`config.mk`:
```
export PLATFORM = sky130hd
export DESIGN_NAME = el2_exu_custom_rsp
export DESIGN_NICKNAME = d
export VERILOG_FILES = /design/src/rtl/ffmul_pkg.sv /design/src/rtl/el2_exu_custom_rsp_wsel.sv /design/src/rtl/el2_exu_custom_rsp.sv
export SDC_FILE = /design/constraint.sdc
export NUM_CORES = 1
export LEC_CHECK = 0
export BUFFER_PORTS_ARGS = -buffer_cell sky130_fd_sc_hd__buf_2
export CAP_MARGIN = 20
export CORE_UTILIZATION = 47
export DETAILED_ROUTE_END_ITERATION = 8
export HOLD_SLACK_MARGIN = 0.02
export PLACE_DENSITY = 0.68
export SLEW_MARGIN = 20
export SYNTH_ARGS = -nofsm -noshare
export SYNTH_HDL_FRONTEND = slang
export SYNTH_SLANG_ARGS = --single-unit
```
`constraint.sdc`:
```
create_clock -name clk -period 18.5 [get_ports clk]
set_input_delay 4.625 -clock clk [delete_from_list [all_inputs] [get_ports clk]]
set_output_delay 4.625 -clock clk [all_outputs]
set_load 0.02 [all_outputs]
```
`src/rtl/ffmul_pkg.sv`:
```
// rtl/ffmul_pkg.sv - field opcodes, per-field word counts and responder state enum
package ffmul_pkg;

    // Field opcodes carried on op_i alongside the multiplier result
    localparam logic [1:0] FF409 = 2'd0;
    localparam logic [1:0] FF233 = 2'd1;
    localparam logic [1:0] FF193 = 2'd2;
    localparam logic [1:0] FF113 = 2'd3;

    typedef enum logic {
        IDLE = 1'b0,
        SEND = 1'b1
    } rsp_state_t;

    // Number of 32-bit words needed to carry the field (ceil(width/32))
    function automatic logic [3:0] ff_nwords(input logic [1:0] op);
        case (op)
            FF409:   ff_nwords = 4'd13;
            FF233:   ff_nwords = 4'd8;
            FF193:   ff_nwords = 4'd7;
            default: ff_nwords = 4'd4;
        endcase
    endfunction

    // Valid bits in the final 32-bit word (width mod 32)
    function automatic logic [5:0] ff_lastbits(input logic [1:0] op);
        case (op)
            FF409:   ff_lastbits = 6'd25;
            FF233:   ff_lastbits = 6'd9;
            FF193:   ff_lastbits = 6'd1;
            default: ff_lastbits = 6'd17;
        endcase
    endfunction

endpackage

```
`src/rtl/el2_exu_custom_rsp_wsel.sv`:
```
// rtl/el2_exu_custom_rsp_wsel.sv - word slice and last-word masking for the result drain
//
// Purpose: picks word idx out of the captured result and clears the bits of the
//          final word that lie above the active field width.
// Ports:   data - captured result buffer
//          idx  - word index to present
//          op   - field opcode of the captured result
//          word - selected, masked word
module el2_exu_custom_rsp_wsel
    import ffmul_pkg::*;
#(
    parameter int DATA_W = 409,
    parameter int WORD_W = 32
) (
    input  logic [DATA_W-1:0] data,
    input  logic [3:0]        idx,
    input  logic [1:0]        op,
    output logic [WORD_W-1:0] word
);

    // idx is 4 bits, so padding to 16 words keeps every slice in range even
    // when the top word of the widest field runs past DATA_W.
    localparam int PAD_W = 16 * WORD_W;

    logic [PAD_W-1:0]  padded;
    logic [WORD_W-1:0] slice;
    logic [5:0]        nbits;
    logic              is_last;

    always_comb begin
        padded              = '0;
        padded[DATA_W-1:0]  = data;
        slice               = padded[int'(idx) * WORD_W +: WORD_W];
        is_last             = (idx == (ff_nwords(op) - 4'd1));
        nbits               = ff_lastbits(op);
        word                = slice;
        // Only the final word straddles the field boundary; everything above
        // the field width there is stale buffer content and must read as 0.
        if (is_last) begin
            for (int b = 0; b < WORD_W; b++) begin
                if (b >= int'(nbits)) begin
                    word[b] = 1'b0;
                end
            end
        end
    end

endmodule

```
`src/rtl/el2_exu_custom_rsp.sv`:
```
// rtl/el2_exu_custom_rsp.sv - drains a finite-field multiply result as a stream of words
//
// Purpose: captures the multiplier result on its completion pulse and returns it
//          to EXU writeback one WORD_W word at a time under valid/ready.
// Build:   EL2_FFRSP_MSW_FIRST_EN streams most-significant word first (idx counts
//          down to 0); undefined streams least-significant first (idx counts up).
// Ports:   clk, rst (async, active-high)
//          res_valid_i, res_i, op_i, res_ready_o - capture side from ffmul
//          flush_i                               - abort, drops any buffered result
//          word_o, word_idx_o, word_last_o,
//          word_valid_o, word_ready_i            - word stream to writeback
//          busy_o                                - drain in progress
//          overrun_o                             - pulse when a result was dropped
// Note:    ff_nwords/ff_lastbits assume WORD_W = 32; DATA_W must be at least 113.
module el2_exu_custom_rsp
    import ffmul_pkg::*;
#(
    parameter int DATA_W = 409,
    parameter int WORD_W = 32
) (
    input  logic              clk,
    input  logic              rst,
    input  logic              res_valid_i,
    input  logic [DATA_W-1:0] res_i,
    input  logic [1:0]        op_i,
    output logic              res_ready_o,
    input  logic              flush_i,
    output logic [WORD_W-1:0] word_o,
    output logic [3:0]        word_idx_o,
    output logic              word_last_o,
    output logic              word_valid_o,
    input  logic              word_ready_i,
    output logic              busy_o,
    output logic              overrun_o
);

    rsp_state_t        state_q;
    logic [DATA_W-1:0] data_q;
    logic [1:0]        op_q;
    logic [3:0]        idx_q;
    logic              ovr_q;

    logic [3:0]        start_idx;
    logic [3:0]        end_idx;
    logic [3:0]        next_idx;

`ifdef EL2_FFRSP_MSW_FIRST_EN
    // start_idx is used at capture time, so it follows the incoming opcode
    assign start_idx = ff_nwords(op_i) - 4'd1;
    assign end_idx   = 4'd0;
    assign next_idx  = idx_q - 4'd1;
`else
    assign start_idx = 4'd0;
    assign end_idx   = ff_nwords(op_q) - 4'd1;
    assign next_idx  = idx_q + 4'd1;
`endif

    always_ff @(posedge clk or posedge rst) begin
        if (rst) begin
            state_q <= IDLE;
            data_q  <= '0;
            op_q    <= FF409;
            idx_q   <= 4'd0;
            ovr_q   <= 1'b0;
        end else begin
            ovr_q <= 1'b0;
            if (flush_i) begin
                state_q <= IDLE;
                idx_q   <= 4'd0;
            end else begin
                case (state_q)
                    IDLE: begin
                        if (res_valid_i) begin
                            data_q  <= res_i;
                            op_q    <= op_i;
                            idx_q   <= start_idx;
                            state_q <= SEND;
                        end
                    end
                    SEND: begin
                        // No second buffer: a result arriving mid-drain is lost
                        ovr_q <= res_valid_i;
                        if (word_ready_i) begin
                            if (idx_q == end_idx) begin
                                state_q <= IDLE;
                            end else begin
                                idx_q <= next_idx;
                            end
                        end
                    end
                    default: state_q <= IDLE;
                endcase
            end
        end
    end

    el2_exu_custom_rsp_wsel #(
        .DATA_W (DATA_W),
        .WORD_W (WORD_W)
    ) u_wsel (
        .data (data_q),
        .idx  (idx_q),
        .op   (op_q),
        .word (word_o)
    );

    // Held low while rst is asserted so ffmul cannot hand off into a reset block
    assign res_ready_o  = (state_q == IDLE) && !rst;
    assign word_valid_o = (state_q == SEND);
    assign busy_o       = (state_q == SEND);
    assign word_last_o  = (state_q == SEND) && (idx_q == end_idx);
    assign word_idx_o   = idx_q;
    assign overrun_o    = ovr_q;

endmodule

```
==> results of run 1 <==
==> stage by stage <==
stage / setup slack [ns] / hold slack (ns)
2_1_floorplan: 2.269 / 0.4718
3_5_place_dp: 8.864 / 0.4875
4_1_cts: 8.860 / 0.5012
6_report: 8.866 / 0.4999
5_1_grt: 8.854 / 0.5156
3_3_place_gp: 8.857 / 0.4808
==> placed cells by master, fill, tap and decap left out, drive strengths merged <==
| master | instances |
|---|---|
| a31oi | 1 |
| nor3b | 1 |
| dfrtp | 417 |
| o21ai | 10 |
| xor2 | 2 |
| nand2 | 11 |
| mux2i | 89 |
| o41a | 1 |
| clkbuf | 71 |
| nor4 | 1 |
| and2 | 6 |
| inv | 5 |
| and3b | 1 |
| xnor2 | 2 |
| nand2b | 1 |
| a221oi | 7 |
| or3b | 1 |
| nand4 | 1 |
| nor2 | 5 |
| a22oi | 1 |
| ha | 5 |
| a21oi | 55 |
| or2 | 24 |
| buf | 468 |
| mux4 | 65 |
| nor2b | 3 |
| nand3b | 5 |
| bufinv | 1 |
| nor4bb | 1 |
| clkinv | 11 |
| o22ai | 24 |
| a211oi | 1 |
| diode | 26 |
| mux2 | 410 |
==> worst min path at each step <==
stage | startpoint | cells past startpoint | slack [ns] | end
after CTS | data_q[101] | 1 | 0.50 | data_q[101]
final | data_q[226] | 1 | 0.50 | data_q[226]
after floorplan | data_q[100] | 1 | 0.47 | data_q[100]
after global placement | data_q[164] | 1 | 0.48 | data_q[164]
after global routing | data_q[145] | 1 | 0.52 | data_q[145]
after detailed placement | data_q[101] | 1 | 0.49 | data_q[101]
==> final cells by class <==
class / count / area, µm²
fillers: 3265 / 16900
flip-flops and latches: 417 / 10450
multi-input cells: 734 / 8056
repair buffers: 468 / 2420
clock buffers: 71 / 1325
well taps: 525 / 656.9
clock inverters: 14 / 113.9
diodes: 26 / 65.06
inverters: 3 / 18.77
==> power by group <==
part / switching, mW / internal, mW / total [mW]
Sequential: 0.0909 / 1.09 / 1.18
Clock: 0.371 / 0.508 / 0.879
Combinational: 0.176 / 0.253 / 0.430
==> registers in the layout (all words and copies together), names as in the netlist <==
name	flops
busy_o	1
overrun_o	1
op_q	2
word_idx_o	4
data_q	409
==> layer usage <==
layer,part of all wire,global-route usage,vias to the layer above
li1,-,-,5487
met2,0.46,0.3599,366
met5,0.0020,0,-
met3,0.082,0.06808,87
met4,0.026,0.09222,16
met1,0.43,0.3234,6154
==> cell families (layout without fill, tap and decap cells) <==
kind of cell	after synthesis	after routing
AOI/OAI and AO/OA	100	100
xor gates and xnor gates	4	4
adders and majority gates	5	5
buffers and inverters	98	556
DFF	417	417
muxes	564	564
other	0	26
and+or+nand+nor	61	61
==> out/qor.txt, run 1 <==
placed insts - 2146
post-DR wirelength/cell - 21.91 µm
Die W - 204.0 µm
Initial DRC Count - 649
top_reg_cell synth - dfrtp_1
instance count on the critical path - 3
Finished Layout Cells - 2258
syn avg cell area - 15.35 µm²
drt drc - 0
outcome - complete, no violations
Post-DP Area - 21590 µm²
final worst path period share - 0.5208
fin area - 23100 µm²
Clk pin slew, worst setup/hold paths - 0.06 ns
layout cells sized above 1 - 0.5981
Synth Instances - 1249
First-pass DRT Iterations - 4
Crit. End Element - primary output
hold crit path type - flip-flop to flip-flop
sequential share of the synthesized area - 0.5442
Synth top area share - 0.5442
IO Pins - 457
Worst Path Arrival - 5.01 ns
Area Overhead vs Synth - 20.48%
WP buf/inv - 2
Max stage delay on crit path - 0.17 ns
CTS tree - built
CTS Sinks - 417
Ys Warns - 0
Worst Setup Path Type - input port to primary output
root buf cell - clkbuf_16
post-synth top area cell - dfrtp_1
Final Wtd Congestion - 0.8424
leakage - 9.918 nW
pwr/cell area - 107.6 nW/µm²
cell with the most instances after synthesis - dfrtp_1
Critical Path End - res_ready_o
top post-synthesis cells by area - dfrtp_1, mux2_2, mux4_2
worst vdd ir - 89.37 µV
critical path's most frequent cell - buf_2
GRT Total Usage - 0.2377
R2R Setup Slk - 15.44 ns
CORE AREA - 40010 µm²
multiplexer area fraction after synthesis - 0.3654
Post-Syn Nets - 1670
slowest CP cell - buf_2
Setup violations, final - 0
port buffer count - 456
setup tns final - 0 ns
worst r2r src - busy_o
Congestion Overflow GR - 0
CP max FO - 2
Finished Core Util - 0.5775
Die Span Y - 204.0 µm
#FFs+latches synth - 417
antenna violations before repair - 38
CP Data Required Time - 13.88 ns
final wirelength - 49480 µm
crit start category - input port
worst-case reg-to-reg path depth - 4
Slew HR - 0.2462
vias in the first global route - 12.88k
via/cell ratio - 5.363
Post-CTS Hold Fix Bufs - 0
Worst Max-Slew Pin Slew - 1.131 ns
CTS H-tree depth - 2
Simple-Gate Fraction of Synth Area - 0.01899
largest net degree at the start of global routing - 194
post-CTS sizing - 0
Mapped Area - 19170 µm²
post-layout min period - 9.634 ns
crit-path leading delay family - buffers and inverters
Synth Area in Compound Gates - 0.02969
Final Hold Fails - 0
vias - 12.11k
reg-to-reg critical path endpoint - data_q[10]
first-pass GRT wire length - 75070 µm
nets - 2091
Clock Latency Late Sink - 0.58 ns
Setup Skew - 0.01739 ns
Max Slew Vio Count - 0
Post-synth EDFFs - 0
Commonest cells post-synth - dfrtp_1, mux2_2, mux2i_1
max-cap violations - 0
Synth cell types - 41
Highest Clock Rate - 103.8 MHz
ys async rst share - 1.000
Die ar. - 41610 µm²
critical path, cell by cell - buf_2, nor2_1, buf_2
num rows - 73
Final ANT Viol Nets - 0
initial cell density of the core - 0.4793
largest family of logic cells by synthesized area - multiplexers
total power - 2.486 mW
Synth Area in XOR/XNOR - 0.001827
Synth Area in Adders - 0.003263
unrepaired setup endpoints after global routing - false
Post-CTS Setup Bufs - 0
CTS buffer count - 46
CP startpoint - rst
post-DP HPWL - 34160 µm
Max Root-Sink Buffers - 3
Note: power is estimated with default switching activity, not from simulation.
==> run 2, diff against run 1 <==
--- a/config.mk
+++ b/config.mk
@@ -5,6 +5,7 @@
 export SDC_FILE = /design/constraint.sdc
 export NUM_CORES = 1
 export LEC_CHECK = 0
+export ABC_AREA = 1
 export BUFFER_PORTS_ARGS = -buffer_cell sky130_fd_sc_hd__buf_2
 export CAP_MARGIN = 20
 export CORE_UTILIZATION = 47
==> constraint.sdc (replaced) <==
create_clock -name clk -period 9.71 [get_ports clk]
set_input_delay 2.4275 -clock clk [delete_from_list [all_inputs] [get_ports clk]]
set_output_delay 2.4275 -clock clk [all_outputs]
set_load 0.02 [all_outputs]
==> run 2 against run 1 <==
Net effect:
- critical path depth grew 4
- total power rose by 100%
- first-iteration DRC count increased by 100%
- clock power rose by 100%
- largest cell class unchanged
- largest power group unchanged
- highest routed layer unchanged
==> out/qor.txt, run 2 <==
Post-CTS Hold Fix Bufs - 0
post-DP HPWL - 46170 µm
R2R Setup Slk - 6.52 ns
commonest cells after routing, fill and taps aside - buf_2, nand2_1, dfrtp_1
worst-case reg-to-reg path depth - 5
first-pass GRT wire length - 98820 µm
Crit. End Element - primary output
Max Root-Sink Buffers - 3
Final Hold Fails - 0
IO Pins - 457
Synth top area share - 0.5221
Post-synth EDFFs - 0
First-pass DRT Iterations - 5
#FFs+latches synth - 417
final worst path period share - 0.6219
post-CTS sizing - 0
layout cells sized above 1 - 0.2602
crit start category - flip-flop
port buffer count - 456
worst min-delay path startpoint - data_q[316]
top post-synthesis cells by area - dfrtp_1, mux2_2, nand2_1
CTS H-tree depth - 2
Setup violations, final - 0
Multi-input gate area - 7700 µm²
Synth Instances - 2358
max reg flops - 409
via/cell ratio - 5.256
Hold Path End - data_q[316]
Clock Latency Late Sink - 0.58 ns
FILL cells - 3848
Worst Setup Path Type - flip-flop to primary output
CORE AREA - 41950 µm²
vias - 17.40k
Post-CTS Setup Bufs - 0
Max Slew Vio Count - 0
reg-to-reg critical path endpoint - data_q[356]
setup tns final - 0 ns
Highest Clock Rate - 165.6 MHz
GRT Total Usage - 0.2995
final wirelength - 64720 µm
ys async rst share - 1.000
post-synth top area cell - dfrtp_1
hold crit path type - flip-flop to flip-flop
Clk pin slew, worst setup/hold paths - 0.05 ns
syn avg cell area - 8.476 µm²
Worst Max-Slew Pin Slew - 1.132 ns
vias in the first global route - 17.37k
Slew HR - 0.2453
commonest non-fill, non-tap cell in the layout - buf_2
Die ar. - 43350 µm²
Final ANT Viol Nets - 0
nets - 3149
post-layout min period - 6.038 ns
CP max FO - 55
Congestion Overflow GR - 0
worst vdd ir - 179.3 µV
antenna violations before repair - 20
sequential share of the synthesized area - 0.5221
Finished Core Util - 0.5708
Seq. cell area - 10440 µm²
Area Overhead vs Synth - 19.81%
Hold Path Depth - 1
Initial DRC Count - 1323
top_reg_cell synth - dfrtp_1
Ys Warns - 0
pwr/cell area - 211.7 nW/µm²
initial cell density of the core - 0.4765
Die W - 208.2 µm
Worst Path Arrival - 3.61 ns
register with the most flip-flops - data_q
Commonest cells post-synth - nand2_1, dfrtp_1, nand3_1
Final Wtd Congestion - 0.9407
Die Span Y - 208.2 µm
CTS buffer count - 46
worst r2r src - busy_o
leakage - 12.40 nW
num rows - 75
outcome - complete, no violations
Fin Hold WS - 0.5020 ns
Mapped Area - 19990 µm²
CP Data Required Time - 7.28 ns
CTS Sinks - 417
CTS tree - built
post-DR wirelength/cell - 19.55 µm
largest net degree at the start of global routing - 241
root buf cell - clkbuf_16
drt drc - 0
cell with the most instances after synthesis - nand2_1
Post-Syn Nets - 2779
Synth cell types - 26
max-cap violations - 0
unrepaired setup endpoints after global routing - false
Setup Skew - 0.02223 ns
-- run 2: worst max path at each step --
stage,cells past startpoint,from,endpoint,slack (ns)
5_1_grt,8,word_idx_o[0],word_o[20],3.44
4_1_cts,8,word_idx_o[0],word_o[20],3.36
2_1_floorplan,1,rst,busy_o,1.66
3_3_place_gp,8,word_idx_o[0],word_o[18],4.07
6_report,7,word_idx_o[1],word_o[20],3.67
3_5_place_dp,8,word_idx_o[0],word_o[18],3.98
-- run 2: layer usage --
layer  vias up  GRT usage  routed length, µm
li1       8253          -                  -
met1      8361     0.3831              26620
met2       622     0.4816              30290
met3       146    0.06611               4622
met4        20     0.1489               3070
met5         -          0                115
-- run 2: layout make-up --
type                       count  area share
antenna                        9   0.0009406
clock buffer                  70     0.05691
clock inverter                13    0.006845
inverter                     291     0.04609
multi-input combinational   1498      0.3216
sequential                   417      0.4362
tap                          539     0.02817
timing repair buffer         474      0.1033
-- run 2: cells by family after synthesis --
kind of cell	share of synthesized area
AO/OA/AOI/OAI	0.07957
XOR/XNOR	0.001753
adder cells (fa/ha/maj)	0.003130
buffers and inverters	0.09328
flip-flops	0.5221
multiplexers	0.08903
AND/OR/NAND/NOR	0.2111
-- run 2: critical path: stages (launching register included) --
cell and delay [ns]:
dfrtp_4 0.73, inv_4 0.50, buf_4 0.67, nand3_1 0.15
nand3_1 0.17, nand3_1 0.27, a21oi_1 0.24, buf_2 0.20
-- run 2: per-stage QoR --
step                      area, µm²  setup slack, ns  cells  power, mW
after floorplan               19990            1.659   2358      2.948
after global placement        22350            4.071   3217      3.283
after detailed placement      22360            3.979   3218      3.323
after CTS                     23890            3.359   3301      5.095
after global routing          23930            3.443   3307      5.321
final                         23940            3.672   3311      5.069
-- run 2: power breakdown --
part,internal [mW],switching (mW)
clock,1.05,0.722
combinational,0.420,0.659
sequential,2.08,0.138
